===== config.mk =====
export PLATFORM = sky130hd
export DESIGN_NAME = lsu_mem_ctrl
export DESIGN_NICKNAME = d
export VERILOG_FILES = /design/src/rtl/lsu_mem_ctrl.sv
export SDC_FILE = /design/constraint.sdc
export NUM_CORES = 1
export LEC_CHECK = 0
export ABC_AREA = 1
export BUFFER_PORTS_ARGS = -buffer_cell sky130_fd_sc_hd__buf_2
export CORE_MARGIN = 2
export CORE_UTILIZATION = 50
export DETAILED_ROUTE_END_ITERATION = 8
export PLACE_DENSITY = 0.89
export SYNTH_ARGS = -nofsm -noshare
export SYNTH_HDL_FRONTEND = slang
export SYNTH_SLANG_ARGS = --single-unit

===== constraint.sdc =====
create_clock -name clk -period 2.05 [get_ports clk]
set_input_delay 0.41 -clock clk [delete_from_list [all_inputs] [get_ports clk]]
set_output_delay 0.41 -clock clk [all_outputs]
set_load 0.005 [all_outputs]

===== src/rtl/lsu_mem_ctrl.sv =====
// ---------------------------------------------------------------------------
// lsu_mem_ctrl
//   Load/store controller in the MEM stage, sitting directly in front of a
//   byte-addressable data memory that only performs full 32-bit writes.
//   Loads are sign- or zero-extended. SB/SH are done as read-modify-write.
//
// Ports
//   clk, rst         clock, synchronous active-high reset
//   req_valid        request present
//   req_ready        controller can accept a request (IDLE only)
//   req_we           1 = store, 0 = load
//   req_size         00 byte, 01 half, 10 word, 11 illegal
//   req_unsigned     zero-extend load (LBU/LHU); ignored for word
//   req_addr         byte address
//   req_wdata        store data (low bytes used for SB/SH)
//   resp_valid       one-cycle completion pulse
//   resp_rdata       extended load data, held until the next load completes,
//                    0 after a store or an error
//   resp_err         request rejected (illegal size / trapped misalignment)
//   mem_rd, mem_wr   memory read / write enables (never both)
//   mem_cs_n         memory chip select, active low
//   mem_addr         memory byte address
//   mem_wdata        memory write data
//   mem_rdata        memory read data, valid in the same cycle as rd && ~cs_n
//
// Handshake
//   A request transfers on a rising edge where req_valid && req_ready. The
//   request fields are latched on that edge and need not be held afterwards.
//   resp_valid is a single-cycle pulse; there is no back-pressure on the
//   response. req_ready is low from the accept edge until the cycle after
//   the response pulse.
//
// Build option
//   LSU_MISALIGN_TRAP_EN  when defined, a half access with addr[0]!=0 or a
//                         word access with addr[1:0]!=0 is rejected with
//                         resp_err and no memory cycle. When undefined the
//                         access proceeds at the raw byte address.
//
// The FSM state is kept in 'state' so checkers can bind to it directly.
// ---------------------------------------------------------------------------
module lsu_mem_ctrl #(
   parameter int ADDR_W = 32,
   parameter int XLEN   = 32
) (
   input  logic              clk,
   input  logic              rst,
   input  logic              req_valid,
   output logic              req_ready,
   input  logic              req_we,
   input  logic [1:0]        req_size,
   input  logic              req_unsigned,
   input  logic [ADDR_W-1:0] req_addr,
   input  logic [XLEN-1:0]   req_wdata,
   output logic              resp_valid,
   output logic [XLEN-1:0]   resp_rdata,
   output logic              resp_err,
   output logic              mem_rd,
   output logic              mem_wr,
   output logic              mem_cs_n,
   output logic [ADDR_W-1:0] mem_addr,
   output logic [XLEN-1:0]   mem_wdata,
   input  logic [XLEN-1:0]   mem_rdata
);

   localparam logic [1:0] SZ_B   = 2'b00;
   localparam logic [1:0] SZ_H   = 2'b01;
   localparam logic [1:0] SZ_W   = 2'b10;
   localparam logic [1:0] SZ_BAD = 2'b11;

   typedef enum logic [1:0] {
      S_IDLE   = 2'd0,
      S_ACCESS = 2'd1,
      S_WRITE  = 2'd2,
      S_RESP   = 2'd3
   } state_t;

   state_t state;
   state_t state_d;

   // Latched request
   logic              we_q;
   logic [1:0]        size_q;
   logic              uns_q;
   logic [ADDR_W-1:0] addr_q;
   logic [XLEN-1:0]   wdata_q;
   logic              err_q;

   // Read-modify-write merge buffer and held load result
   logic [XLEN-1:0]   merge_q;
   logic [XLEN-1:0]   rdata_q;

   logic              accept;
   logic              misalign;
   logic              req_err;
   logic [XLEN-1:0]   load_ext;
   logic [XLEN-1:0]   merge_d;

   assign accept = req_valid && (state == S_IDLE);

   // -------------------------------------------------------------------------
   // Request classification (evaluated only on the accept cycle)
   // -------------------------------------------------------------------------
`ifdef LSU_MISALIGN_TRAP_EN
   always_comb begin
      misalign = 1'b0;
      if (req_size == SZ_H && req_addr[0] != 1'b0) begin
         misalign = 1'b1;
      end
      if (req_size == SZ_W && req_addr[1:0] != 2'b00) begin
         misalign = 1'b1;
      end
   end
`else
   // Memory supports unaligned byte lanes, so misaligned accesses simply
   // proceed at the raw byte address.
   assign misalign = 1'b0;
`endif

   assign req_err = (req_size == SZ_BAD) || misalign;

   // -------------------------------------------------------------------------
   // Load extension and RMW merge, both from the live memory read data
   // -------------------------------------------------------------------------
   always_comb begin
      load_ext = mem_rdata;
      case (size_q)
         SZ_B: load_ext = {{(XLEN-8){~uns_q & mem_rdata[7]}}, mem_rdata[7:0]};
         SZ_H: load_ext = {{(XLEN-16){~uns_q & mem_rdata[15]}}, mem_rdata[15:0]};
         default: load_ext = mem_rdata;
      endcase
   end

   always_comb begin
      merge_d      = mem_rdata;
      merge_d[7:0] = wdata_q[7:0];
      if (size_q == SZ_H) begin
         merge_d[15:8] = wdata_q[15:8];
      end
   end

   // -------------------------------------------------------------------------
   // State register and datapath registers
   // -------------------------------------------------------------------------
   always_ff @(posedge clk) begin
      if (rst) begin
         state   <= S_IDLE;
         we_q    <= 1'b0;
         size_q  <= SZ_B;
         uns_q   <= 1'b0;
         addr_q  <= '0;
         wdata_q <= '0;
         err_q   <= 1'b0;
         merge_q <= '0;
         rdata_q <= '0;
      end else begin
         state <= state_d;
         case (state)
            S_IDLE: begin
               if (accept) begin
                  we_q    <= req_we;
                  size_q  <= req_size;
                  uns_q   <= req_unsigned;
                  addr_q  <= req_addr;
                  wdata_q <= req_wdata;
                  err_q   <= req_err;
                  // Stores and rejected requests report zero read data;
                  // a good load keeps the old value until it captures.
                  if (req_we || req_err) begin
                     rdata_q <= '0;
                  end
               end
            end
            S_ACCESS: begin
               if (!we_q) begin
                  rdata_q <= load_ext;
               end else if (size_q != SZ_W) begin
                  merge_q <= merge_d;
               end
            end
            default: begin
            end
         endcase
      end
   end

   // -------------------------------------------------------------------------
   // Next state and outputs. Memory outputs depend only on the state and the
   // latched request, never on the live req_* inputs.
   // -------------------------------------------------------------------------
   always_comb begin
      state_d    = state;
      req_ready  = 1'b0;
      resp_valid = 1'b0;
      resp_err   = 1'b0;
      mem_rd     = 1'b0;
      mem_wr     = 1'b0;
      mem_cs_n   = 1'b1;
      mem_addr   = '0;
      mem_wdata  = '0;

      case (state)
         S_IDLE: begin
            req_ready = 1'b1;
            if (req_valid) begin
               state_d = req_err ? S_RESP : S_ACCESS;
            end
         end
         S_ACCESS: begin
            mem_cs_n = 1'b0;
            mem_addr = addr_q;
            if (we_q && size_q == SZ_W) begin
               mem_wr    = 1'b1;
               mem_wdata = wdata_q;
               state_d   = S_RESP;
            end else begin
               // Loads, and the read half of SB/SH
               mem_rd  = 1'b1;
               state_d = we_q ? S_WRITE : S_RESP;
            end
         end
         S_WRITE: begin
            mem_cs_n  = 1'b0;
            mem_wr    = 1'b1;
            mem_addr  = addr_q;
            mem_wdata = merge_q;
            state_d   = S_RESP;
         end
         S_RESP: begin
            resp_valid = 1'b1;
            resp_err   = err_q;
            state_d    = S_IDLE;
         end
         default: begin
            state_d = S_IDLE;
         end
      endcase

      // A reset arriving mid-access aborts it: the memory strobe for the
      // current cycle is suppressed so a pending RMW write is never issued,
      // and no response is reported.
      if (rst) begin
         mem_rd     = 1'b0;
         mem_wr     = 1'b0;
         mem_cs_n   = 1'b1;
         mem_addr   = '0;
         mem_wdata  = '0;
         resp_valid = 1'b0;
         resp_err   = 1'b0;
      end
   end

   assign resp_rdata = rdata_q;

endmodule

==> results.sh <==
export IMPL_status="finished with violations"
export IMPL_violations="negative setup slack"
export IMPL_place_area_mm2=0.00701
export IMPL_vdd_drop_max_mv=0.998
export IMPL_route_detailed_wl_per_inst_um=14.9
export IMPL_slew_violations=0
export IMPL_num_rows=39
export IMPL_die_x_um=112
export IMPL_root_buffer="clkbuf_16"
export IMPL_worstPathRequired_ns=1.64
export IMPL_cpPeakStageDelay_ns=0.36
export IMPL_nFillCells=959
export IMPL_critPathLaunchType="register"
export IMPL_die_h_um=112
export IMPL_holdBufCountCts=0
export IMPL_timing_slew_headroom=0.702
export IMPL_synth_top_cells_by_area="dfxtp_1 (46%), nor2_1 (11%), nand2_1 (9.4%), a21oi_1 (8.9%), o21ai_0 (8.3%)"
export IMPL_synth_ff_type="dfxtp_1"
export IMPL_syn_area_per_cell_um2=6.91
export IMPL_rsz0062_at_grt="yes"
export IMPL_route_detailed_drc=0
export IMPL_synth_most_common_cell="nor2_1"
export IMPL_setup_viol=29
export IMPL_antenna_found_initial=1
export IMPL_grt_ovfl_total=0
export IMPL_fin_ws_ns=-0.0680
export IMPL_grtUsageTotal=0.261
export IMPL_yosys_area_top_type="dfxtp_1"
export IMPL_grt_max_degree=49
export IMPL_path_class="reg2out"
export IMPL_rrSetupSlack_ns=0.15
export IMPL_finish_instance_area_mm2=0.00805
export IMPL_ys_seq_elements=135
export IMPL_p_leak_uw=0.00356
export IMPL_synthAdderAreaFrac=0.0106
export IMPL_crit_family="buffers and inverters"
export IMPL_htreeDepth=4
export IMPL_gp_congestion=0.875
export IMPL_hp_class="in2reg"
export IMPL_clock_sinks=135
export IMPL_cts_buffers=17
export IMPL_cap_violations=0
export IMPL_ys_async_sr_fraction=0
export IMPL_nets=1151
export IMPL_drt_iter0_drc=595
export IMPL_synth_top_area_frac=0.460
export IMPL_instances_no_fill=1199
export IMPL_yosys_area_share_simple=0.262
export IMPL_avgViaCountPerCell=5.33
export IMPL_grt_pass1_wl_mm=26.8
export IMPL_fin_crit_sh=1.03
export IMPL_synth_nets=959
export IMPL_num_vias=6388
export IMPL_io_pins=205
export IMPL_path_clk_slew_ns=0.06
export IMPL_clk_path_buf_depth=2
export IMPL_cp_arrival_ns=1.71
export IMPL_synth_commonest_cells="nor2_1 (178), nand2_1 (148), dfxtp_1 (135)"
export IMPL_drive_gt1_frac=0.307
export IMPL_clock_fmax_mhz=472
export IMPL_synth_edff_count=0
export IMPL_hold_viol_final=0
export IMPL_synthMuxAreaShare=0
export IMPL_cp_num_buf_inv=4
export IMPL_start_util=0.513
export IMPL_seq_area_frac_synth=0.460
export IMPL_path_cells="buf_6, ha_4, nand2_4, inv_8, clkbuf_16, nand3_2, a21oi_1, buf_2"
export IMPL_fin_crit_ns=2.12
export IMPL_ys_types=23
export IMPL_end_kind="primary output"
export IMPL_syn_to_final_growth_pct=36.8
export IMPL_diodes=0
export IMPL_ant_nets=0
export IMPL_cts_tree="done"
export IMPL_core_mm2=0.0115
export IMPL_post_place_cells=1151
export IMPL_synth_xor_area_frac=0
export IMPL_powerDensity_mw_per_mm2=1190
export IMPL_ys_warn_count=0
export IMPL_synth_compound_area_frac=0.190
export IMPL_grt_pass1_vias=5592
export IMPL_clk_latency_ns=0.42
export IMPL_synth_top_family_by_area="simple AND/OR/NAND/NOR gates"
export IMPL_crit_slowest_cell="dfxtp_4"
export IMPL_syn_instance_count=851
export IMPL_drt_pre_antenna_iters=6
export IMPL_place_hpwl_mm=11.3
export IMPL_portBuffers=204
export IMPL_skew_ns=0.0105
export IMPL_wirelength_mm=17.9
export IMPL_fp_dieArea_mm2=0.0126
export IMPL_syn_area_mm2=0.00588
export IMPL_dp_slack_ns=0.190
export IMPL_worstPathMaxFanout=7
export IMPL_timing_worst_slew_pin_value_ns=0.447
-- through the flow --
step | power (µW) | TNS (ns) | hold slack [ns] | utilization
finish | 9540 | -0.773 | 0.240 | 0.702
global placement | 5970 | 0 | 0.445 | 0.612
global route | 10000 | -2.56 | 0.247 | 0.702
floorplan | 5180 | 0 | 0.445 | -
detailed placement | 6030 | 0 | 0.450 | 0.612
CTS | 9190 | -0.801 | 0.234 | 0.678
-- worst reg2reg max path: stages, from the launching register on --
cell     delay (ns)
dfxtp_4        0.35
buf_6          0.11
ha_4           0.16
nand2_4        0.09
inv_8          0.06
buf_6          0.13
buf_4          0.13
nor2_2         0.12
nand2_1        0.10
nor2_4         0.13
buf_12         0.19
nand2_1        0.08
a21oi_1        0.17
-- repair_timing --
action,in CTS,in global routing
cloned,2,5
resized for setup,25,34
buffers inserted,7,2
setup endpoints to repair,66,67
pin swaps,2,6
-- cells by family (layout without fill, tap and decap cells) --
family          after synthesis  count (layout)
simple gates                383             383
buf+inv                     108             313
fa+ha+maj                     5               5
compound gates              220             220
flops                       135             135
-- cell type report --
type                       count  area (µm²)  area share
clock buffer                  22         474      0.0589
sequential                   135        2710       0.337
timing repair buffer         239        1520       0.189
clock inverter                10        96.3      0.0120
inverter                      42         173      0.0215
tap                          143         179      0.0222
multi-input combinational    608        2900       0.360
-- path summary, 6_finish.rpt --
path | from | to | cells after the start
worst max-delay path | state[0] | mem_wdata[17] | 8
worst min-delay path | req_wdata[5] | wdata_q[5] | 3
worst max register to register | state[0] | resp_rdata[7] | 12
worst min register to register | resp_rdata[6] | resp_rdata[6] | 2
-- report_power, final --
| group | total [µW] | internal (µW) | switching, µW |
|---|---|---|---|
| logic | 3190 | 1270 | 1920 |
| clock network | 2910 | 1770 | 1140 |
| registers | 3440 | 3120 | 312 |
-- placed cells by master, fill, tap and decap left out, types with 2 or more instances in the layout --
master / count
dfxtp_1: 132
clkbuf_16: 22
nand3_4: 3
dfxtp_2: 2
clkinv_4: 2
clkinv_2: 2
inv_4: 3
nand2_1: 144
inv_2: 7
a21oi_1: 89
ha_1: 2
nand2_4: 2
buf_2: 204
nor2_2: 4
inv_1: 31
o21ai_1: 14
clkbuf_8: 3
buf_16: 2
nand3_1: 43
buf_12: 8
o21ai_0: 97
buf_4: 18
nor2_1: 175
ha_4: 2
clkinvlp_4: 4
nand2_2: 4
nor2_4: 3
buf_6: 2
a21oi_2: 15
nand3_2: 5
clkbuf_1: 2
-- registers in the layout, indices dropped and copies added, names as in the netlist --
name / flops
err_q: 1
resp_rdata: 32
addr_q: 32
uns_q: 1
size_q: 2
we_q: 1
state: 2
merge_q: 32
wdata_q: 32
-- routing by layer --
metal  GRT usage  wire length [µm]
met3      0.0686              1460
met2       0.424              8580
met5           0                13
met1       0.326              7310
met4       0.115               556
Note: power is estimated with default switching activity, not from simulation.
